## src/rtl/axi_lite_ic_arbiter.sv

```systemverilog
`timescale 1ns/1ps
`default_nettype none
// ============================================================================
// Module      : axi_lite_ic_arbiter
// Description : Round-robin whole-transaction arbiter sharing one AXI4-Lite
//               slave port between NUM_M masters. The optional watchdog is
//               compiled in with the macro AXI_LITE_ARB_TIMEOUT_EN.
// Revision    : 1.0 - initial release
// ============================================================================
module axi_lite_ic_arbiter #(
    parameter  int NUM_M   = 2,
    parameter  int TIMEOUT = 256,
    localparam int c_IDW   = (NUM_M > 2) ? $clog2(NUM_M) : 1
) (
    input  logic             aclk,
    input  logic             areset_n,
    input  logic [NUM_M-1:0] aw_req,
    input  logic [NUM_M-1:0] ar_req,
    input  logic             wr_done,
    input  logic             rd_done,
    output logic [NUM_M-1:0] grant,
    output logic [c_IDW-1:0] grant_id,
    output logic             grant_write,
    output logic             busy,
    output logic             timeout
);

    if ((NUM_M < 2) || (NUM_M > 8) || (TIMEOUT < 2) || (TIMEOUT > 65535)) begin : g_param_check
        $error("axi_lite_ic_arbiter: parameter out of legal range");
    end

    typedef enum logic [1:0] {
        S_IDLE = 2'd0,
        S_WR   = 2'd1,
        S_RD   = 2'd2
    } state_t;

    state_t             r_state;
    logic [NUM_M-1:0]   r_grant;
    logic [c_IDW-1:0]   r_grant_id;
    logic               r_grant_write;
    logic               r_busy;
    logic [c_IDW-1:0]   r_rr_ptr;
    logic               r_dir_pref;     // 1 = next dual-request grant is a write

    state_t             w_state_nxt;
    logic [NUM_M-1:0]   w_grant_nxt;
    logic [c_IDW-1:0]   w_grant_id_nxt;
    logic               w_grant_write_nxt;
    logic               w_busy_nxt;
    logic [c_IDW-1:0]   w_rr_ptr_nxt;
    logic               w_dir_pref_nxt;

    logic [NUM_M-1:0]   w_pend;
    logic               w_found;
    logic [c_IDW-1:0]   w_sel;
    logic [c_IDW:0]     w_sum;
    logic [c_IDW-1:0]   w_cand;
    logic               w_both;
    logic               w_wr;
    logic               w_done;
    logic               w_release;

`ifdef AXI_LITE_ARB_TIMEOUT_EN
    logic [15:0]        r_wdog;
    logic               r_timeout;
    logic [15:0]        w_wdog_nxt;
    logic               w_timeout_nxt;
`endif

    assign w_pend = aw_req | ar_req;

    // Scan from the highest offset down so the last hit is the first pending
    // master after rr_ptr; avoids a loop exit in hardware.
    always_comb begin
        w_found = 1'b0;
        w_sel   = '0;
        w_sum   = '0;
        w_cand  = '0;
        for (int k = NUM_M; k >= 1; k--) begin
            w_sum = {1'b0, r_rr_ptr} + (c_IDW+1)'(k);
            if (w_sum >= (c_IDW+1)'(NUM_M)) begin
                w_sum = w_sum - (c_IDW+1)'(NUM_M);
            end
            w_cand = w_sum[c_IDW-1:0];
            if (w_pend[w_cand]) begin
                w_found = 1'b1;
                w_sel   = w_cand;
            end
        end
    end

    always_comb begin
        w_state_nxt       = r_state;
        w_grant_nxt       = r_grant;
        w_grant_id_nxt    = r_grant_id;
        w_grant_write_nxt = r_grant_write;
        w_busy_nxt        = r_busy;
        w_rr_ptr_nxt      = r_rr_ptr;
        w_dir_pref_nxt    = r_dir_pref;
        w_both            = 1'b0;
        w_wr              = 1'b0;
        w_done            = 1'b0;
        w_release         = 1'b0;
`ifdef AXI_LITE_ARB_TIMEOUT_EN
        w_wdog_nxt        = r_wdog;
        w_timeout_nxt     = 1'b0;
`endif
        unique case (r_state)
            S_IDLE: begin
                if (w_found) begin
                    w_both = aw_req[w_sel] & ar_req[w_sel];
                    w_wr   = aw_req[w_sel] & (~ar_req[w_sel] | r_dir_pref);
                    if (w_both) begin
                        w_dir_pref_nxt = ~r_dir_pref;
                    end
                    w_state_nxt         = w_wr ? S_WR : S_RD;
                    w_grant_nxt         = '0;
                    w_grant_nxt[w_sel]  = 1'b1;
                    w_grant_id_nxt      = w_sel;
                    w_grant_write_nxt   = w_wr;
                    w_busy_nxt          = 1'b1;
`ifdef AXI_LITE_ARB_TIMEOUT_EN
                    w_wdog_nxt          = '0;
`endif
                end
            end
            S_WR, S_RD: begin
                // Only the completion matching the granted direction counts.
                w_done = (r_state == S_WR) ? wr_done : rd_done;
                if (w_done) begin
                    w_release = 1'b1;
                end
`ifdef AXI_LITE_ARB_TIMEOUT_EN
                else if (r_wdog == 16'(TIMEOUT - 1)) begin
                    w_release     = 1'b1;
                    w_timeout_nxt = 1'b1;
                end else begin
                    w_wdog_nxt = r_wdog + 16'd1;
                end
`endif
            end
            default: begin
                w_release = 1'b1;
            end
        endcase

        if (w_release) begin
            w_state_nxt       = S_IDLE;
            w_grant_nxt       = '0;
            w_grant_id_nxt    = '0;
            w_grant_write_nxt = 1'b0;
            w_busy_nxt        = 1'b0;
            w_rr_ptr_nxt      = r_grant_id;
        end
    end

    always_ff @(posedge aclk) begin
        if (!areset_n) begin
            r_state       <= S_IDLE;
            r_grant       <= '0;
            r_grant_id    <= '0;
            r_grant_write <= 1'b0;
            r_busy        <= 1'b0;
            r_rr_ptr      <= c_IDW'(NUM_M - 1);
            r_dir_pref    <= 1'b1;
`ifdef AXI_LITE_ARB_TIMEOUT_EN
            r_wdog        <= '0;
            r_timeout     <= 1'b0;
`endif
        end else begin
            r_state       <= w_state_nxt;
            r_grant       <= w_grant_nxt;
            r_grant_id    <= w_grant_id_nxt;
            r_grant_write <= w_grant_write_nxt;
            r_busy        <= w_busy_nxt;
            r_rr_ptr      <= w_rr_ptr_nxt;
            r_dir_pref    <= w_dir_pref_nxt;
`ifdef AXI_LITE_ARB_TIMEOUT_EN
            r_wdog        <= w_wdog_nxt;
            r_timeout     <= w_timeout_nxt;
`endif
        end
    end

    assign grant       = r_grant;
    assign grant_id    = r_grant_id;
    assign grant_write = r_grant_write;
    assign busy        = r_busy;
`ifdef AXI_LITE_ARB_TIMEOUT_EN
    assign timeout     = r_timeout;
`else
    assign timeout     = 1'b0;
`endif

endmodule
`default_nettype wire

```

## config.mk

```make
export PLATFORM = sky130hd
export DESIGN_NAME = axi_lite_ic_arbiter
export DESIGN_NICKNAME = d
export VERILOG_FILES = /design/src/rtl/axi_lite_ic_arbiter.sv
export SDC_FILE = /design/constraint.sdc
export NUM_CORES = 1
export LEC_CHECK = 0
export CAP_MARGIN = 20
export CORE_AREA = 2 2 39 41
export DETAILED_ROUTE_END_ITERATION = 7
export DIE_AREA = 0 0 41 43
export PLACE_DENSITY = 0.67
export SLEW_MARGIN = 20
export SYNTH_ARGS = -nofsm -noshare
export SYNTH_HDL_FRONTEND = slang
export SYNTH_SLANG_ARGS = --single-unit
export TNS_END_PERCENT = 20
```

## constraint.sdc

```tcl
create_clock -name aclk -period 1.7 [get_ports aclk]
set_input_delay 0.34 -clock aclk [delete_from_list [all_inputs] [get_ports aclk]]
set_output_delay 0.34 -clock aclk [all_outputs]
set_load 0.05 [all_outputs]
```

# ---- After elaboration in Yosys (flattened, before gate mapping)
# Cells that the tools add are included.
dict set report totals {
  reg_bits 9
  inputBits 8
  wordCells 52
}
dict set report op_classes {
  add_sub_neg 4
  n_lt_le_gt_ge 6
  eq_ne 2
  n_mux 20
  n_bitwise 7
  n_reduce_logical 6
}
# operator count
set op_table {}
lappend op_table {{$mux W1} 17}
lappend op_table {{$lt A1 B2 Y1 const B} 3}
lappend op_table {{$ge A2 B2 Y1 const B} 2}
lappend op_table {{$reduce_or A2 Y1} 2}
lappend op_table {{$not A1 Y1} 3}
lappend op_table {{$reduce_and A3 Y1} 1}
lappend op_table {{$add A1 B1 Y2 const B} 1}
lappend op_table {{$add A1 B2 Y2 const B} 1}
lappend op_table {{$and A1 B1 Y1} 2}
lappend op_table {{$eq A2 B1 Y1 const B} 1}
lappend op_table {{$eq A2 B2 Y1 const B} 1}
lappend op_table {{$logic_not A2 Y1} 1}
lappend op_table {{$mux W2} 1}
lappend op_table {{$or A2 B2 Y2} 1}
lappend op_table {{$pmux W1 S2} 1}
lappend op_table {{$reduce_and A2 Y1} 1}
lappend op_table {{$sub A1 B1 Y1 const B} 2}
lappend op_table {{$demux W1 S1} 1}
lappend op_table {{$ge A1 B1 Y1 const B} 1}
lappend op_table {{$logic_and A1 B1 Y1} 1}
lappend op_table {{$or A1 B1 Y1} 1}

# ---- Depth between registers and ports, before layout
dict set report depth {
  depth_word 13
  mapped_depth 6
}

# ---- Worst setup path after synthesis
# No wires, ideal clock.
dict set report synth_path {
  path_kind {flip-flop to flip-flop}
  start {reg r_state[0]}
  end {reg r_state[0]}
  setup_time_ns 0.115
  arrival_ns 1.648
  required_ns 1.585
  setup_slack_ns -0.063
  stages_incl_launch_ff 6
  n_path_buf 0
  synth_period_minus_slack_ns 1.763
  cell_sequence {dfxtp_1 -> inv_1 -> ha_1 -> mux2_2 -> nand2_1 -> o21ba_1}
}
dict set report synth_between {
  elab_chain_cells 5
}
# item line_no
set synth_rtl {}
lappend synth_rtl {{from (decl)} 38} ;# state_t r_state;
lappend synth_rtl {{from (signal assigned)} 172} ;# r_state <= w_state_nxt;
lappend synth_rtl {{$eq A2 B1 Y1} n/a}
lappend synth_rtl {{$mux W1} 130} ;# w_done = (r_state == S_WR) ? wr_done : rd_done;
lappend synth_rtl {{$mux W1} 131} ;# if (w_done) begin
lappend synth_rtl {{$pmux W1 S2} 109} ;# unique case (r_state)
lappend synth_rtl {{$reduce_or A2 Y1 (no line)} n/a}
# Several ways; a longest one is shown, not always the timed one.
# A chain may end at the register's enable or synchronous reset.

# ---- Worst setup path after layout
dict set report layout_path {
  start {in ar_req[1]}
  end {reg r_dir_pref}
}
dict set report layout_between {
  elab_chain_cells 9
}
# item line_no
set layout_rtl {}
lappend layout_rtl {{from (decl)} 18} ;# input logic [NUM_M-1:0] ar_req,
lappend layout_rtl {{$or A2 B2 Y2} 71} ;# assign w_pend = aw_req | ar_req;
lappend layout_rtl {{$mux W1 (not written as such) (2 in series)} 86} ;# if (w_pend[w_cand]) begin
lappend layout_rtl {{$mux W1 (2 in series)} 86}
lappend layout_rtl {{$mux W1 (not written as such) (2 in series)} 112} ;# w_both = aw_req[w_sel] & ar_req[w_sel];
lappend layout_rtl {{$and A1 B1 Y1} 112}
lappend layout_rtl {{$reduce_and A3 Y1 (no line) *} n/a}
lappend layout_rtl {{to (signal assigned)} 178} ;# r_dir_pref <= w_dir_pref_nxt;
lappend layout_rtl {{to (decl)} 44} ;# logic r_dir_pref;
# Every way passes the cells marked *; elsewhere a longest branch is shown, timed or not. The select of a mux whose other input is x is not followed.

==> reports/qor.csv <==
stage;metric;value;unit
synth;top-count cell post-synth;dfxtp_1;
global_routing;largest net degree at the start of global routing;9;
die;die height;43;um
drt;vias per cell;4.73;
finish;Core Util, Final;42.5;%
synth;async set-reset flop share out of synthesis;0;%
synth;Synth cell types;22;
die;core box area;1380;sq um
place;dpl cells;80;
finish;Non-Filler Instances;84;
job;max_cap viols;0;
synth;YS warnings;0;
clock_tree;H-tree depth;1;
synth;flop and latch count out of synthesis;7;
sta;Final Hold Viols;0;
outcome;status;completed;
sta;RSZ-0062 raised after global routing;false;
synth;syn_area_per_cell;8.38;sq um
pwr;Peak VDD IR;1.08;mV
critical_path;CP peak stage delay;0.51;ns
drt;Routed WL per cell;10.5;um
drt;Vias;397;
drt;starting DRC count in detailed routing;4;
synth;Synth Cell Area;410;sq um
synth;Post-synth top cells;7 x dfxtp_1, 6 x nand2_1, 6 x nor2_1;
critical_path;Crit Path Max Fanout;6;
global_routing;total track usage;12.7;%
critical_path;Required @ worst endpoint;1.84;ns
worst_hold_path;Worst Hold Class;reg2reg;
synth;Syn Nets;59;
die;die area;1760;sq um
synth;synthesized netlist cell count;49;
die;Top Ports;14;
sta;maximum clock rate;667;MHz
critical_path;Data arrival, critical path;1.64;ns
die;Die X;41;um
critical_path;CP bufs+invs;1;
sta;crit share post-route;88.2;%
critical_path;critical path class;in2reg;
critical_path;crit start category;input port;
drt;total wire length;886;um
clock_tree;Clock transition at path regs;0.05;ns
global_routing;vias in the first global route;348;
critical_path;cell family with most CP delay;buffers and inverters;
global_routing;first-pass GRT wire length;1.45;mm
sta;max-slew violations;0;
clock_tree;Hold-fix buffers, CTS;0;
global_routing;initial antenna violation count;0;
drt;Post-route DRC;0;
clock_tree;Root Driver;clkbuf_4;
finish;synthesis-to-layout area growth;43.3;%
clock_tree;Setup Fix Bufs, Post-CTS;0;
critical_path;CP max-delay cell;clkdlybuf4s50_1;
clock_tree;clk buf depth;2;
finish;ratio of cells with drive above 1 in the final layout;26.5;%
global_routing;GRT Residual Overflow;0;
place;hpwl dp;660;um
drt;Pre-antenna DRT Iters;4;
finish;Antenna Cells;0;
clock_tree;clk sinks;7;
drt;DRT antenna net count;0;
sta;Final Setup Violations;0;
synth;Synth top area share;34.1;%
critical_path;cells along the critical path;clkdlybuf4s50_1, nor2_1, o211ai_1, a21boi_1, mux2_2;
synth;cell taking the most area after synthesis;dfxtp_1;
synth;Seq/Total Area, Yosys;34.1;%
pwr;leak pwr;0.000255;uW
finish;nets;79;
synth;Post-synth EDFFs;0;
clock_tree;CTS resizes;0;
die;Core Rows;14;
die;Starting Density;29.7;%
sta;skew final;0.00637;ns
clock_tree;Worst-Skew Late Latency;0.25;ns
clock_tree;CTS tree;done;
synth;synth top area cells;dfxtp_1 34%, ha_1 6.1%, mux2_2 5.5%;
place;I/O Buffers;12;
critical_path;Critical Path Sink Type;flop;
finish;# fillers;143;
place;GPL Wtd Cong;0.713;
clock_tree;clock buffer count from CTS;3;
synth;ys flop type;dfxtp_1;
sta;minimum clock period;1.50;ns
pwr;pwr dens;2010;nW/um^2
[flip-flops by register name (all words and copies together), names as in the netlist]
name	flops
r_state	2
grant	2
r_dir_pref	1
r_rr_ptr	1
busy	1
[where the power goes]
| group | internal [uW] | total (uW) | switching, uW |
|---|---|---|---|
| clock | 89.5 | 150 | 60.5 |
| sequential | 243 | 299 | 56.0 |
| combinational | 300 | 736 | 435 |
| total | 633 | 1180 | 552 |
[final timing paths]
| path | end | slack (ns) | from | cells after the start |
|---|---|---|---|---|
| setup / recovery | r_dir_pref | 0.20 | ar_req[1] | 5 |
| hold / removal | grant[0] | 0.47 | grant[0] | 2 |
| setup reg to reg | r_state[0] | 0.26 | r_state[0] | 5 |
| hold reg to reg | grant[0] | 0.47 | grant[0] | 2 |
[cell usage in the layout, fill, tap and decap left out, types with 3 or more instances in the layout]
cell type and count:
buf_4 10, clkdlybuf4s50_1 7, nand2_1 6, nor2_1 6
dfxtp_1 6, inv_1 3, a21oi_1 3, o21ai_0 3
clkbuf_4 3
[worst register-to-register path, stage by stage, from the launching register on]
cell and delay (ns):
dfxtp_2 0.33, inv_1 0.05, ha_1 0.28, mux2_2 0.35
nand2_1 0.16, o21ba_1 0.16
[stage by stage]
step           setup TNS, ns  hold WS, ns  instance area [sq um]  setup WS (ns)  power, uW
2_1_floorplan              0        0.429                    412          0.118        842
3_3_place_gp         -0.0870        0.452                    562        -0.0561       1030
3_5_place_dp          -0.110        0.454                    562        -0.0746       1040
4_1_cts                    0        0.464                    588          0.195       1200
5_1_grt                    0        0.493                    588         0.0928       1290
6_report                   0        0.466                    588          0.200       1180
[metal layers]
metal  vias up  global-route usage (%)  part of all wire [%]
met3         2                    3.66                   5.4
met1       173                    15.2                    51
met4         0                    12.0                  0.90
met2        12                    16.9                    42
li1        210                       -                     -
met5         -                       0                     0
[logic make-up after synthesis]
kind of cell,share of synthesized area [%]
and+or+nand+nor,15.2
buffers and inverters,6.40
other,0.914
muxes,7.93
AOI/OAI and AO/OA,29.3
DFF,34.1
adders and majority gates,6.10
[layout make-up]
class / count / area (sq um) / share of cell area [%]
Clock buffer: 4 / 26.3 / 4.47
Timing Repair Buffer: 17 / 145 / 24.7
Tap cell: 16 / 20.0 / 3.40
Sequential cell: 7 / 141 / 24.0
Inverter: 3 / 11.3 / 1.91
Multi-Input combinational cell: 37 / 244 / 41.5
Power figures use the tool's default switching activity.
